File: config.mk
export PLATFORM = sky130hd
export DESIGN_NAME = map_pixel_responder
export DESIGN_NICKNAME = d
export VERILOG_FILES = /design/src/rtl/map_pixel_responder.sv
export SDC_FILE = /design/constraint.sdc
export NUM_CORES = 1
export LEC_CHECK = 0
export BUFFER_PORTS_ARGS = -buffer_cell sky130_fd_sc_hd__buf_2
export CAP_MARGIN = 20
export CELL_PAD_IN_SITES_DETAIL_PLACEMENT = 1
export CELL_PAD_IN_SITES_GLOBAL_PLACEMENT = 1
export CORE_MARGIN = 5
export CORE_UTILIZATION = 45
export CTS_CLUSTER_SIZE = 16
export DETAILED_ROUTE_END_ITERATION = 6
export PLACE_DENSITY_LB_ADDON = 0.1
export SYNTH_ARGS = -nofsm -noshare
export SYNTH_HDL_FRONTEND = slang
export SYNTH_SLANG_ARGS = --single-unit
File: constraint.sdc
create_clock -name clk_i -period 2.58 [get_ports clk_i]
set_input_delay 0.129 -clock clk_i [delete_from_list [all_inputs] [get_ports clk_i]]
set_output_delay 0.129 -clock clk_i [all_outputs]
set_load 0.01 [all_outputs]
File: src/rtl/map_pixel_responder.sv
// Map pixel lookup server: accepts (col,row) probes, reads a fixed-latency map ROM and
// returns pixel code plus WALL/HOLE/WIN class in request order through a credit-guarded FIFO.
module map_pixel_responder #(
  parameter int         MAP_COLS    = 640,
  parameter int         MAP_ROWS    = 480,
  parameter int         ADDR_WIDTH  = 19,
  parameter int         ROM_LATENCY = 2,
  parameter logic [7:0] WALL        = 8'h26,
  parameter logic [7:0] HOLE        = 8'h49,
  parameter logic [7:0] WIN         = 8'hF9
) (
  input  logic                  clk_i,
  input  logic                  rst_ni,
  input  logic                  req_valid_i,
  output logic                  req_ready_o,
  input  logic [9:0]            req_col_i,
  input  logic [9:0]            req_row_i,
  output logic                  rom_en_o,
  output logic [ADDR_WIDTH-1:0] rom_addr_o,
  input  logic [7:0]            rom_data_i,
  output logic                  rsp_valid_o,
  input  logic                  rsp_ready_i,
  output logic [7:0]            rsp_pixel_o,
  output logic [1:0]            rsp_class_o,
  output logic                  rsp_oob_o
);

  localparam int         DEPTH   = ROM_LATENCY + 2;
  localparam int         CNT_W   = $clog2(DEPTH + 1);
  localparam int         PTR_W   = $clog2(DEPTH);
  localparam logic [10:0] COL_LIM = 11'(MAP_COLS);
  localparam logic [10:0] ROW_LIM = 11'(MAP_ROWS);

  logic                  accept;
  logic                  pop;
  logic                  reqOob;
  logic [ADDR_WIDTH-1:0] linAddr;

  logic                  req_ready_q;
  logic [CNT_W-1:0]      inflight_q, inflight_d;
  logic                  rom_en_q;
  logic [ADDR_WIDTH-1:0] rom_addr_q;
  logic [ROM_LATENCY:0]  tagValid_q;
  logic [ROM_LATENCY:0]  tagOob_q;

  logic                  wrEn;
  logic [7:0]            wrPixel;
  logic [1:0]            wrClass;

  logic [10:0]           fifoMem_q [DEPTH];
  logic [PTR_W-1:0]      wrPtr_q, rdPtr_q;
  logic [CNT_W-1:0]      count_q, count_d;

  assign accept  = req_valid_i && req_ready_q;
  assign pop     = rsp_valid_o && rsp_ready_i;
  assign reqOob  = ({1'b0, req_col_i} >= COL_LIM) || ({1'b0, req_row_i} >= ROW_LIM);
  // Modular arithmetic makes the narrow product equal to the full-width result truncated.
  assign linAddr = ADDR_WIDTH'(req_row_i) * ADDR_WIDTH'(MAP_COLS) + ADDR_WIDTH'(req_col_i);

  // Tag index ROM_LATENCY lines up with rom_data for the probe accepted ROM_LATENCY+1 edges ago.
  assign wrEn    = tagValid_q[ROM_LATENCY];
  assign wrPixel = tagOob_q[ROM_LATENCY] ? WALL : rom_data_i;

  always_comb begin
    wrClass = 2'b00;
    if (wrPixel == WALL)     wrClass = 2'b01;
    else if (wrPixel == HOLE) wrClass = 2'b10;
    else if (wrPixel == WIN)  wrClass = 2'b11;
  end

  always_comb begin
    inflight_d = inflight_q;
    if (accept && !pop)      inflight_d = inflight_q + CNT_W'(1);
    else if (!accept && pop) inflight_d = inflight_q - CNT_W'(1);
  end

  always_comb begin
    count_d = count_q;
    if (wrEn && !pop)      count_d = count_q + CNT_W'(1);
    else if (!wrEn && pop) count_d = count_q - CNT_W'(1);
  end

  always_ff @(posedge clk_i or negedge rst_ni) begin
    if (!rst_ni) begin
      req_ready_q <= 1'b0;
      inflight_q  <= '0;
      rom_en_q    <= 1'b0;
      rom_addr_q  <= '0;
      tagValid_q  <= '0;
      tagOob_q    <= '0;
    end else begin
      inflight_q  <= inflight_d;
      req_ready_q <= (inflight_d < CNT_W'(DEPTH));
      rom_en_q    <= accept && !reqOob;
      if (accept && !reqOob) rom_addr_q <= linAddr;
      tagValid_q  <= {tagValid_q[ROM_LATENCY-1:0], accept};
      tagOob_q    <= {tagOob_q[ROM_LATENCY-1:0], reqOob};
    end
  end

  // First-word-fall-through response FIFO; head entry drives the rsp_* outputs directly.
  always_ff @(posedge clk_i or negedge rst_ni) begin
    if (!rst_ni) begin
      wrPtr_q <= '0;
      rdPtr_q <= '0;
      count_q <= '0;
      for (int i = 0; i < DEPTH; i++) fifoMem_q[i] <= '0;
    end else begin
      count_q <= count_d;
      if (wrEn) begin
        fifoMem_q[wrPtr_q] <= {tagOob_q[ROM_LATENCY], wrClass, wrPixel};
        wrPtr_q <= (wrPtr_q == PTR_W'(DEPTH - 1)) ? '0 : wrPtr_q + PTR_W'(1);
      end
      if (pop) rdPtr_q <= (rdPtr_q == PTR_W'(DEPTH - 1)) ? '0 : rdPtr_q + PTR_W'(1);
    end
  end

  assign req_ready_o = req_ready_q;
  assign rom_en_o    = rom_en_q;
  assign rom_addr_o  = rom_addr_q;
  assign rsp_valid_o = (count_q != '0);
  assign {rsp_oob_o, rsp_class_o, rsp_pixel_o} = fifoMem_q[rdPtr_q];

  noOverflow: assert property (@(posedge clk_i) disable iff (!rst_ni)
                               !(wrEn && (count_q == CNT_W'(DEPTH))));

endmodule

==> flow_summary.toml <==
[critical_path]
worstPathCellList = "or3_1 > nand2_1 > ha_1 > inv_1 > fa_1 > xor2_1 > nor2_1 > xor2_1"
worstPathArrival_ns = 2.51
r2r_end = "count_q[2]$_DFFE_PN0P_"
cp-start-kind = "flip-flop"
rr_worst_depth = 8
cp_common_cell = "xor2_1"
critPathRequiredTime_ns = 2.87
cpPeakStageDelay_ns = 0.44
worstSetupPathType = "flip-flop to flip-flop"
cp_slowest_cell = "dfrtp_1"
critPathMaxFanout = 6
crit_family = "simple AND/OR/NAND/NOR gates"
critPathBufInv = 1
reg2reg_setup_slack_ns = 0.36
reg2reg_from = "count_q[0]$_DFFE_PN0P_"
setup.worst_path.end_class = "flip-flop"

[clock_tree]
path_clk_slew_ns = 0.10
cts.sink_count = 81
clockBufferDepth = 2
cts.htree.levels = 3
cts_buffers = 9
cts_tree = "yes"
clk_latency_ns = 0.36
cts_root_buffer = "clkbuf_8"

[final_layout]
antenna_cells = 0
layout.nets = 539
n_fill_cell = 1031
drive_above_1_share = 0.2604
area_growth_pct = 19.12
final_cells = 609

[route]
ant_nets = 0
vias = 3174
wl_um = 9565
wire_per_inst_um = 15.71
dr.pass1.iters = 4
first_iter_violations = 100
drc = 0
viasPerCell = 5.212

[status]
status = "completed"

[floorplanning]
die_area_um2 = 11480
die_h_um = 107.2
initial_core_util = 0.4597
coreArea_um2 = 9240
io_pins = 65
die_w_um = 107.2
rows = 35

[global_route]
grtUsageTotal = 0.1801
grt_pass1_vias = 3420
grt_pass1_wl_um = 16560
overflow = 0
grt_antenna_before_repair = 0
grt_max_degree = 82

[sta]
maxSlewViolCount = 0
fmax_mhz = 450.3
timing.setup.tns_ns = 0
whs_ns = 0.07085
worst_pin_slew_ns = 0.7090
hold_viol_final = 0
fin_crit_ns = 2.221
setup_violations = 0
finClkSkew_ns = 0.01896
maxSlewHeadroom = 0.5262
period_share = 0.8608
rsz0062_at_grt = "no"

[placement]
place_inst = 584
dp_hpwl_um = 7038
gp_congestion = 0.7817
portBuffers = 64

[worst_hold_path]
min_from = "req_valid_i"
hp-class = "input pin to flip-flop"
min_to = "tagValid_q[0]$_DFF_PN0_"
whs_path_depth = 3

[logic_synthesis]
ys_warn_count = 0
ys_types = 51
synth_seq_cells = 81
yosysTopAreaCell = "dfrtp_1"
synth_nets = 460
seq_area_frac_synth = 0.4772
synth_edf_count = 0
syn_area_um2 = 4248
ys_top_cells_by_area = "dfrtp_1, ha_1, nand2_1"
netlist.area_leader.share = 0.4772
synth_area_per_cell_um2 = 10.73
netlist_instances = 396
synth-async-reset-ratio = 1.000
synthFlopType = "dfrtp_1"

[power]
power.density_nw_per_um2 = 1008
leakage_nw = 2.445
fin_total_pwr_mw = 5.099
peakVddDrop_uv = 384.3

[flow_run]
cap_violations = 0
-- Yosys cell counts (2+ instances only) --
cell type,instances
nor2b_1,2
nand3_2,2
nand2b_1,6
nand2_1,82
nor3b_1,2
nor4_1,3
mux4_2,11
or4_1,2
nor3_1,4
nor2_1,14
xor2_1,7
dfrtp_1,81
a211oi_1,5
o21a_1,4
or3_1,2
a21oi_1,5
ha_1,29
clkbuf_1,10
a21o_1,4
nand4_1,5
o21ai_0,48
fa_1,3
o21ai_1,5
inv_1,15
mux2_2,14
xnor2_1,5
nand3_1,2
-- kinds of logic (layout without fill, tap and decap cells) --
group,count (synthesis),in the layout,synth area share
AOI/OAI and AO/OA,84,84,0.1231
xor gates and xnor gates,14,14,0.03240
adders and majority gates,32,32,0.09956
buffers and inverters,27,111,0.02415
DFF,81,81,0.4772
muxes,25,25,0.09543
and+or+nand+nor,133,133,0.1482
-- layout make-up --
type | count | area [um^2] | share of cell area
Multi-Input combinational cell | 288 | 2118 | 0.4186
Clock buffer | 11 | 151.4 | 0.02992
Sequential cell | 81 | 2027 | 0.4006
Timing Repair Buffer | 80 | 483.0 | 0.09545
Inverter | 15 | 56.30 | 0.01113
Tap cell | 129 | 161.4 | 0.03190
Clock inverter | 5 | 62.56 | 0.01236
-- metal layers --
metal,global-route usage,share of wire
met5,0,0
met4,0.04658,0.011
met3,0.03432,0.031
met2,0.3128,0.51
met1,0.2303,0.44
-- stage by stage --
stage                 util  worst slack, ns  instance area (um^2)
floorplan                -           0.2360                  4248
global placement    0.5128          0.08256                  4738
detailed placement  0.5128         0.009944                  4738
CTS                 0.5446           0.3195                  5032
global route        0.5476           0.2378                  5060
finish              0.5476           0.3591                  5060
-- where the power goes --
| part | switching, mW | internal, mW |
|---|---|---|
| Sequential | 0.365 | 1.80 |
| Combinational | 1.01 | 0.943 |
| Clock | 0.477 | 0.505 |
-- what timing repair did --
| action | in CTS | in global routing |
|---|---|---|
| hold buffers | 8 | 0 |
| gates resized for setup | 0 | 0 |
| hold endpoints to repair | 68 | 0 |
| setup buffers | 0 | 0 |
-- how the worst max path moves through the flow --
stage	slack, ns	cells after the start	start	end
final	0.36	8	count_q[0]$_DFFE_PN0P_	count_q[2]$_DFFE_PN0P_
after detailed placement	0.01	10	req_row_i[1]	rom_addr_o[17]$_DFFE_PN0P_
after global routing	0.24	10	req_row_i[1]	rom_addr_o[17]$_DFFE_PN0P_
after CTS	0.32	8	count_q[0]$_DFFE_PN0P_	count_q[2]$_DFFE_PN0P_
after floorplan	0.24	9	req_row_i[1]	rom_addr_o[17]$_DFFE_PN0P_
after global placement	0.08	10	req_row_i[1]	rom_addr_o[17]$_DFFE_PN0P_
-- state kept, by name, indices dropped and copies added, names as in the netlist --
register     count
count_q          3
rom_addr_o      19
wrPtr_q          2
inflight_q       3
rdPtr_q          2
req_ready_o      1
rom_en_o         1
fifoMem_q       44
tagValid_q       3
tagOob_q         3
-- worst reg2reg max path, cell delays in order, from the launching register on --
cell	delay (ns)
dfrtp_1	0.44
or3_1	0.40
nand2_1	0.24
ha_1	0.24
inv_1	0.06
fa_1	0.38
xor2_1	0.15
nor2_1	0.11
xor2_1	0.15
-- cell usage in the layout, fill, tap and decap left out, types with 2 or more instances in the layout --
master         Yosys  final
nor4_1             3      3
mux2_2            14     14
ha_1              29     29
inv_1             15     15
o21a_1             4      4
a21oi_1            5      5
nand2_1           82     82
fa_1               3      3
xnor2_1            5      5
clkinvlp_4         0      2
nor2b_1            2      2
or4_1              2      2
o21ai_1            5      5
buf_2              1     63
xor2_1             7      7
nor3b_1            2      2
nand2b_1           6      6
or3_1              2      2
buf_4              0      8
nand3_2            2      2
dlygate4sd3_1      0      8
nand3_1            2      2
nand4_1            5      5
dfrtp_1           81     81
mux4_2            11     11
nor2_1            14     14
nor3_1             4      4
clkbuf_8           0     11
a211oi_1           5      5
a21o_1             4      4
o21ai_0           48     48
Power figures use the tool's default switching activity.
